--- config.mk ---
export PLATFORM = sky130hd
export DESIGN_NAME = div_unit
export DESIGN_NICKNAME = d
export VERILOG_FILES = /design/src/rtl/div_unit.sv
export SDC_FILE = /design/constraint.sdc
export NUM_CORES = 1
export LEC_CHECK = 0
export CORE_ASPECT_RATIO = 2
export CORE_MARGIN = 2
export CORE_UTILIZATION = 50
export DETAILED_ROUTE_END_ITERATION = 8
export HOLD_SLACK_MARGIN = 0.08
export PLACE_DENSITY = 0.73
export SYNTH_ARGS = -nofsm -noshare
export SYNTH_HDL_FRONTEND = slang
export SYNTH_SLANG_ARGS = --single-unit
--- constraint.sdc ---
create_clock -name clk -period 7 [get_ports clk]
set_clock_uncertainty 0.05 [all_clocks]
set_input_delay 1.4 -clock clk [delete_from_list [all_inputs] [get_ports clk]]
set_output_delay 1.4 -clock clk [all_outputs]
set_load 0.02 [all_outputs]
--- src/rtl/div_unit.sv ---
// -----------------------------------------------------------------------------
// div_unit -- iterative 32-bit integer divider (signed or unsigned)
//
// Restoring shift/subtract divider that produces one quotient bit per clock,
// MSB first, on operand magnitudes. Signs are re-applied when the result is
// loaded: the quotient is negated when the operand signs differ, and the
// remainder takes the sign of the dividend (truncation toward zero).
// A zero divisor skips the iteration and completes on the accepting edge with
// quotient = all ones, remainder = dividend and div_by_zero set.
//
// Ports
//   clk          rising-edge clock for all state
//   rst          asynchronous active-high reset
//   start        divide request, only looked at in IDLE
//   unsigned_op  1 = unsigned divide, 0 = two's-complement signed divide
//   OP_A         dividend, captured with start
//   OP_B         divisor, captured with start
//   busy         high while the iteration runs
//   done         one-cycle pulse, quotient/remainder valid in that cycle
//   quotient     result destined for lo
//   remainder    result destined for hi
//   div_by_zero  set with done for a zero divisor, cleared on the next
//                accepted start
// -----------------------------------------------------------------------------
module div_unit (
   input  logic        clk,
   input  logic        rst,
   input  logic        start,
   input  logic        unsigned_op,
   input  logic [31:0] OP_A,
   input  logic [31:0] OP_B,
   output logic        busy,
   output logic        done,
   output logic [31:0] quotient,
   output logic [31:0] remainder,
   output logic        div_by_zero
);

   typedef enum logic [1:0] {
      ST_IDLE = 2'd0,
      ST_RUN  = 2'd1,
      ST_DONE = 2'd2
   } state_e;

   // Absolute value of an operand; unsigned operands pass through untouched.
   function automatic logic [31:0] magnitude(input logic [31:0] value,
                                             input logic        is_signed);
      logic [31:0] result;
      if (is_signed && value[31]) begin
         result = ~value + 32'd1;
      end else begin
         result = value;
      end
      return result;
   endfunction

   // Conditional two's-complement negation used to restore result signs.
   function automatic logic [31:0] apply_sign(input logic [31:0] value,
                                              input logic        negate);
      logic [31:0] result;
      if (negate) begin
         result = ~value + 32'd1;
      end else begin
         result = value;
      end
      return result;
   endfunction

   state_e      state_q,     state_d;
   logic [4:0]  cnt_q,       cnt_d;
   // work_q starts as the dividend magnitude; its MSB is shifted into the
   // partial remainder each step while the new quotient bit enters at the LSB,
   // so after 32 steps it holds the quotient magnitude.
   logic [31:0] work_q,      work_d;
   logic [31:0] divisor_q,   divisor_d;
   // The partial remainder is always below the divisor, so 32 stored bits
   // suffice; the shifted value and the trial subtraction are 33 bits wide.
   logic [31:0] rem_q,       rem_d;
   logic        neg_quo_q,   neg_quo_d;
   logic        neg_rem_q,   neg_rem_d;
   logic [31:0] quotient_q,  quotient_d;
   logic [31:0] remainder_q, remainder_d;
   logic        dbz_q,       dbz_d;
   logic        busy_q,      busy_d;
   logic        done_q,      done_d;

   logic [32:0] shift_rem;
   logic [32:0] trial;
   logic        qbit;
   logic [31:0] step_rem;
   logic [31:0] step_work;

   // One restoring step: shift in the next dividend bit, try the subtraction,
   // keep it only when it does not go negative.
   always_comb begin
      shift_rem = {rem_q, work_q[31]};
      trial     = shift_rem - {1'b0, divisor_q};
      qbit      = ~trial[32];
      if (qbit) begin
         step_rem = trial[31:0];
      end else begin
         step_rem = shift_rem[31:0];
      end
      step_work = {work_q[30:0], qbit};
   end

   // Next-state and datapath control for the IDLE/RUN/DONE sequence.
   always_comb begin
      state_d     = state_q;
      cnt_d       = cnt_q;
      work_d      = work_q;
      divisor_d   = divisor_q;
      rem_d       = rem_q;
      neg_quo_d   = neg_quo_q;
      neg_rem_d   = neg_rem_q;
      quotient_d  = quotient_q;
      remainder_d = remainder_q;
      dbz_d       = dbz_q;

      case (state_q)
         ST_IDLE: begin
            if (start) begin
               if (OP_B == 32'd0) begin
                  // Zero divisor completes immediately without iterating.
                  state_d     = ST_DONE;
                  quotient_d  = 32'hFFFF_FFFF;
                  remainder_d = OP_A;
                  dbz_d       = 1'b1;
               end else begin
                  state_d   = ST_RUN;
                  cnt_d     = 5'd0;
                  work_d    = magnitude(OP_A, ~unsigned_op);
                  divisor_d = magnitude(OP_B, ~unsigned_op);
                  rem_d     = 32'd0;
                  neg_quo_d = ~unsigned_op & (OP_A[31] ^ OP_B[31]);
                  neg_rem_d = ~unsigned_op & OP_A[31];
                  dbz_d     = 1'b0;
               end
            end else begin
               state_d = ST_IDLE;
            end
         end
         ST_RUN: begin
            rem_d  = step_rem;
            work_d = step_work;
            if (cnt_q == 5'd31) begin
               // Last step: results are loaded on the same edge that enters DONE.
               state_d     = ST_DONE;
               quotient_d  = apply_sign(step_work, neg_quo_q);
               remainder_d = apply_sign(step_rem, neg_rem_q);
            end else begin
               cnt_d = cnt_q + 5'd1;
            end
         end
         ST_DONE: begin
            state_d = ST_IDLE;
         end
         default: begin
            state_d = ST_IDLE;
         end
      endcase

      // Status flags are registered from the next state so they line up
      // exactly with the state they describe.
      busy_d = (state_d == ST_RUN);
      done_d = (state_d == ST_DONE);
   end

   // State, datapath and output registers with asynchronous clear.
   always_ff @(posedge clk or posedge rst) begin
      if (rst) begin
         state_q     <= ST_IDLE;
         cnt_q       <= 5'd0;
         work_q      <= 32'd0;
         divisor_q   <= 32'd0;
         rem_q       <= 32'd0;
         neg_quo_q   <= 1'b0;
         neg_rem_q   <= 1'b0;
         quotient_q  <= 32'd0;
         remainder_q <= 32'd0;
         dbz_q       <= 1'b0;
         busy_q      <= 1'b0;
         done_q      <= 1'b0;
      end else begin
         state_q     <= state_d;
         cnt_q       <= cnt_d;
         work_q      <= work_d;
         divisor_q   <= divisor_d;
         rem_q       <= rem_d;
         neg_quo_q   <= neg_quo_d;
         neg_rem_q   <= neg_rem_d;
         quotient_q  <= quotient_d;
         remainder_q <= remainder_d;
         dbz_q       <= dbz_d;
         busy_q      <= busy_d;
         done_q      <= done_d;
      end
   end

   assign busy        = busy_q;
   assign done        = done_q;
   assign quotient    = quotient_q;
   assign remainder   = remainder_q;
   assign div_by_zero = dbz_q;

endmodule

==> Yosys cells after proc, flatten, opt, wreduce, memory -nomap -nowiden <==
Index checks and enable logic that the tools add are counted.
{ "totals": {"wordCells": 75, "regBits": 172, "in_bits": 68} }
{ "op_classes": {"n_mux": 28, "n_reduce_logical": 10, "n_bitwise": 10, "eq_ne": 9, "n_addsub": 6} }
{ "ops": {"columns": ["operator", "count"], "rows": [
  ["2-to-1 mux 32 bit", 15],
  ["one-hot mux 32 bit (2 select lines)", 4],
  ["adder 32 x 1 -> 32 bit (second input constant)", 4],
  ["inverter 32 bit", 4],
  ["subtractor 33 x 32 -> 33 bit", 1],
  ["zero test 32 bit", 1],
  ["2-to-1 mux 5 bit", 3],
  ["!= test 2 bit (second input constant)", 5],
  ["one-hot mux 5 bit (2 select lines)", 1],
  ["AND reduction 4 bit", 2],
  ["2-to-1 mux 2 bit", 3],
  ["AND reduction 3 bit", 2],
  ["adder 5 x 1 -> 5 bit (second input constant)", 1],
  ["equality test 5 bit (second input constant)", 1],
  ["equality test 2 x 1 -> 1 bit (second input constant)", 2],
  ["one-hot mux 2 bit (2 select lines)", 1],
  ["inverter 1 bit", 3],
  ["AND 1 bit", 2],
  ["equality test 2 bit (second input constant)", 1],
  ["logical AND 1 bit", 2],
  ["zero test 2 bit", 1],
  ["AND reduction 2 bit", 1],
  ["nonzero test 2 bit", 1],
  ["2-to-1 mux 1 bit", 1],
  ["XOR 1 bit", 1]
]} }

==> Logic depth before layout (Yosys ltp) <==
{ "depth": {"word_depth": 7, "depth_mapped": 24, "ltp_nobuf": 21} }

==> Least setup slack after synthesis <==
Ideal clock, no wire load.
{ "synth_timing": {"kind": "reg-to-reg", "startpoint": "register work_q[31]", "endpoint": "register quotient_q[28] (netlist: quotient[28])", "setup_slack_ns": 2.062, "period_less_slack_ns": 4.938, "path_buffers": 4, "required_time_ns": 6.824, "arrival_time_ns": 4.762, "stages_incl_launch_ff": 24, "path_cell_list": "dfrtp_1 -> inv_1 -> ha_1 -> fa_1 -> nand2b_1 -> a21oi_2 -> o211ai_2 -> a211oi_2 -> o21a_2 -> nor2_4 -> inv_1 -> buf_4 -> buf_2 -> buf_4 -> buf_2 -> ha_1 -> nand2b_1 -> or3_1 -> nand2b_1 -> nand2b_1 -> or3_1 -> o31ai_1 -> xor2_1 -> a21oi_1"} }
{ "synth_via": {"elab_chain_len": 7} }
{ "synth_rtl": {"columns": ["element", "line_no", "text"], "rows": [
  ["from (decl)", "74", "logic [31:0] work_q, work_d;"],
  ["from (signal assigned)", "187", "work_q <= work_d;"],
  ["subtractor 33 x 32 -> 33 bit", "97", "trial = shift_rem - {1'b0, divisor_q};"],
  ["inverter 1 bit", "98", "qbit = ~trial[32];"],
  ["inverter 32 bit", "62", "result = ~value + 32'd1;"],
  ["adder 32 x 1 -> 32 bit", "62", null],
  ["2-to-1 mux 32 bit", "61", "if (negate) begin"],
  ["2-to-1 mux 32 bit", "146", "if (cnt_q == 5'd31) begin"],
  ["one-hot mux 32 bit (2 select lines)", "120", "case (state_q)"],
  ["to (signal assigned)", "192", "quotient_q <= quotient_d;"],
  ["to (decl)", "81", "logic [31:0] quotient_q, quotient_d;"]
]} }
Every way passes these cells. The select of a mux whose other input is x is not followed.
A chain may end at the register's enable or synchronous reset.

==> Worst setup path in the final report <==
{ "layout_timing": {"startpoint": "register work_q[31]", "endpoint": "register remainder_q[26] (netlist: remainder[26])"} }
{ "layout_via": {"elab_chain_len": 7} }
{ "layout_rtl": {"columns": ["element", "line_no", "text"], "rows": [
  ["subtractor 33 x 32 -> 33 bit", "97", null],
  ["2-to-1 mux 32 bit *", "99", "if (qbit) begin"],
  ["inverter 32 bit", "62", null],
  ["adder 32 x 1 -> 32 bit", "62", null],
  ["2-to-1 mux 32 bit *", "61", null],
  ["2-to-1 mux 32 bit *", "146", null],
  ["one-hot mux 32 bit (2 select lines) *", "120", null],
  ["to (signal assigned)", "193", "remainder_q <= remainder_d;"],
  ["to (decl)", "82", "logic [31:0] remainder_q, remainder_d;"]
]} }
Mark *: on every way between the ends. The rest lies on a longest branch, timed or not. The select of a mux whose other input is x is not followed.

==> run summary <==
Most common cell after layout, fill and taps aside - a21oi_1
Yosys top cell area share - 0.352
DRT antenna net count - 0
Pleak - 5.76 nW
Yosys cell types - 83
Initial core utilization - 0.505
VDD IR max - 0.000339 V
Main synth FF type - dfrtp_1
Clk pwr share - 0.120
Yosys warns - 0
Hold Crit Class - reg2reg
Buffer type at the clock tree root - clkbuf_16
Layout area overhead - 16.3%
Avg Vias per Cell - 6.15
Final setup fails - 0
Part of the power in combinational logic - 0.641
GP Congestion - 0.955
Crit Path Max Fanout - 48
Layout cells sized above 1 - 0.0480
Clock Latency Late Sink - 460 ps
Cell Rows - 81
Cts repair resizes - 0
Routed len/inst - 19.3 µm
Max Slew Vio Count - 0
Hold buffers post-CTS - 0
Detailed Routing Iterations Pass 1 - 5
Seq/Total Area, Yosys - 0.352
Cell taking the most area after synthesis - dfrtp_1
Total CTS buffers - 17
Global-route wire length before repair - 59.3 mm
Commonest cells after routing, fill and taps aside - a21oi_1, nor2_1, dfrtp_1, nand2_1, clkdlybuf4s50_1
R2R depth - 22
Mapped Cells - 1532
Total GRT Usage - 0.291
# Max-Cap Violations - 0
Drt total wl - 36.9 mm
Synth Area per Inst - 7.98 µm²
Vias in the first global route - 11577
Clock Tree Buf Depth - 2
Yosys reg bits - 172
# fillers - 2205
WP data required - 7330 ps
Core Area - 0.0242 mm²
Period Utilization, post-route - 0.833
Highest clock rate - 171 MHz
Die ar. - 0.0258 mm²
Internal power - 3.79 mW
Routed vias - 11780
Final hold vios - 0
Initial antenna violation count - 0
Outcome - finished, final reports clean
Mapped cell area - 0.0122 mm²
Chip width - 115 µm
Final min period - 5830 ps
Largest net degree at the start of global routing - 116
CP Class - reg2reg
Register area - 0.00430 mm²
CP Capture Type - register
Postcts setup bufs - 0
Setup TNS Final - 0 ps
Port Buffers - 134
CP Launch Type - register
Die extent in y - 225 µm
Iter 0 DRT Violations - 1032
Syn_nets - 1639
H-tree Lvls - 4
# IOs - 135
WP data arrival - 6170 ps
Nets - 1721
DRC viols - 0
Clock sinks - 172
Asr flop ratio synth - 1.00
Multi-input gate area - 0.00734 mm²
Total grt overflow - 0
Non-filler cells, final - 1916
CTS tree - built
DPL Wire Length - 27.4 mm
DP Cell Count - 1885
Sw Share - 0.517
Slew @ Worst Pin - 1120 ps
Reg power frac - 0.239
RSZ-0062 raised after global routing - false
Post-synth EDFFs - 0
Inserted Diodes - 0
Relative slew slack - 0.250
Worst-path clk slew - 70 ps
Hold Path Depth - 2
Sw Pwr - 4.05 mW
PD cells - 552 mW/mm²
Main area contributors after synthesis - dfrtp_1, a21oi_1, nor2_1
==> synth_stat cells (12+ instances only) <==
cell / count
ha_1: 38
o211ai_1: 17
a31oi_1: 27
xor2_1: 73
nand4_1: 15
or3_1: 23
nor2_1: 180
xnor2_1: 59
o31ai_1: 25
o21ai_0: 133
mux2i_1: 21
nor4_1: 13
a21oi_1: 187
a21o_1: 12
nand3_1: 57
nand2b_1: 25
inv_1: 54
nor3_1: 39
nand2_1: 140
clkbuf_1: 40
buf_2: 30
dfrtp_1: 172
==> routing by layer <==
layer	wire length, µm	global-route usage	vias up	share of wire
li1	-	-	5602	-
met2	18800	0.502	410	0.51
met5	0	0	-	0
met1	14800	0.354	5684	0.40
met4	1600	0.137	0	0.043
met3	1760	0.0385	84	0.048
==> metrics by stage <==
step	hold WS, ps	area [µm²]	worst slack, ps	total power [mW]	utilization
final	429	14200	1170	7.84	0.587
after global routing	459	14200	722	8.44	0.587
after CTS	436	14200	1220	7.79	0.587
after detailed placement	420	13700	1090	6.81	0.564
after global placement	411	13700	1270	6.71	0.564
after floorplan	395	12200	890	5.38	-
==> final timing paths <==
check	startpoint	endpoint	slack, ps
min	remainder[3]$_DFFE_PP0P_	remainder[3]$_DFFE_PP0P_	430
min reg2reg	remainder[3]$_DFFE_PP0P_	remainder[3]$_DFFE_PP0P_	430
max reg2reg	work_q[31]$_DFFE_PP0P_	remainder[26]$_DFFE_PP0P_	1170
max	work_q[31]$_DFFE_PP0P_	remainder[26]$_DFFE_PP0P_	1170
min in group asynchronous	rst	quotient[10]$_DFFE_PP0P_	1430
max in group asynchronous	rst	rem_q[24]$_DFFE_PP0P_	4310
==> cells by family (layout without fill, tap and decap cells) <==
logic type,Yosys count,after routing,synth area share
xor gates and xnor gates,132,132,0.0945
DFF,172,172,0.352
adders and majority gates,39,39,0.0405
muxes,24,24,0.0202
and+or+nand+nor,555,555,0.215
AOI/OAI and AO/OA,471,471,0.228
buffers and inverters,139,233,0.0495
==> layout make-up <==
| class | count | share of cell area |
|---|---|---|
| Clock buffer | 20 | 0.0321 |
| Clock inverter | 11 | 0.00766 |
| Inverter | 56 | 0.0151 |
| Multi-Input combinational cell | 1221 | 0.516 |
| Sequential cell | 172 | 0.303 |
| Tap cell | 290 | 0.0255 |
| Timing Repair Buffer | 146 | 0.101 |
==> power by group through the flow <==
stage / Clock, mW / Sequential, mW / Combinational [mW]
after detailed placement: 0 / 1.88 / 4.94
final: 0.944 / 1.88 / 5.03
after floorplan: 0 / 1.82 / 3.56
after global routing: 0.986 / 1.92 / 5.54
after CTS: 0.957 / 1.86 / 4.97
after global placement: 0 / 1.87 / 4.84
==> state kept, by name, indices dropped and copies added, names as in the netlist <==
| name | count |
|---|---|
| divisor_q | 32 |
| done | 1 |
| quotient | 32 |
| remainder | 32 |
| cnt_q | 5 |
| neg_rem_q | 1 |
| neg_quo_q | 1 |
| rem_q | 32 |
| div_by_zero | 1 |
| busy | 1 |
| work_q | 32 |
| state_q | 2 |
==> worst max-delay path, cell delays in order, from the launching register on <==
cell	delay, ps
dfrtp_1	410
inv_1	160
ha_1	260
fa_1	390
nand2b_1	200
a21oi_2	280
o211ai_2	220
a211oi_2	280
o21a_2	270
nor2_4	70
inv_1	210
buf_4	490
nor2_1	80
a21oi_1	220
ha_1	260
nand2_1	60
or4_1	420
mux2i_2	320
a21oi_1	210
o41ai_1	450
xor2_1	200
nand2_1	100
a21oi_1	150
Note: power is estimated with default switching activity, not from simulation.
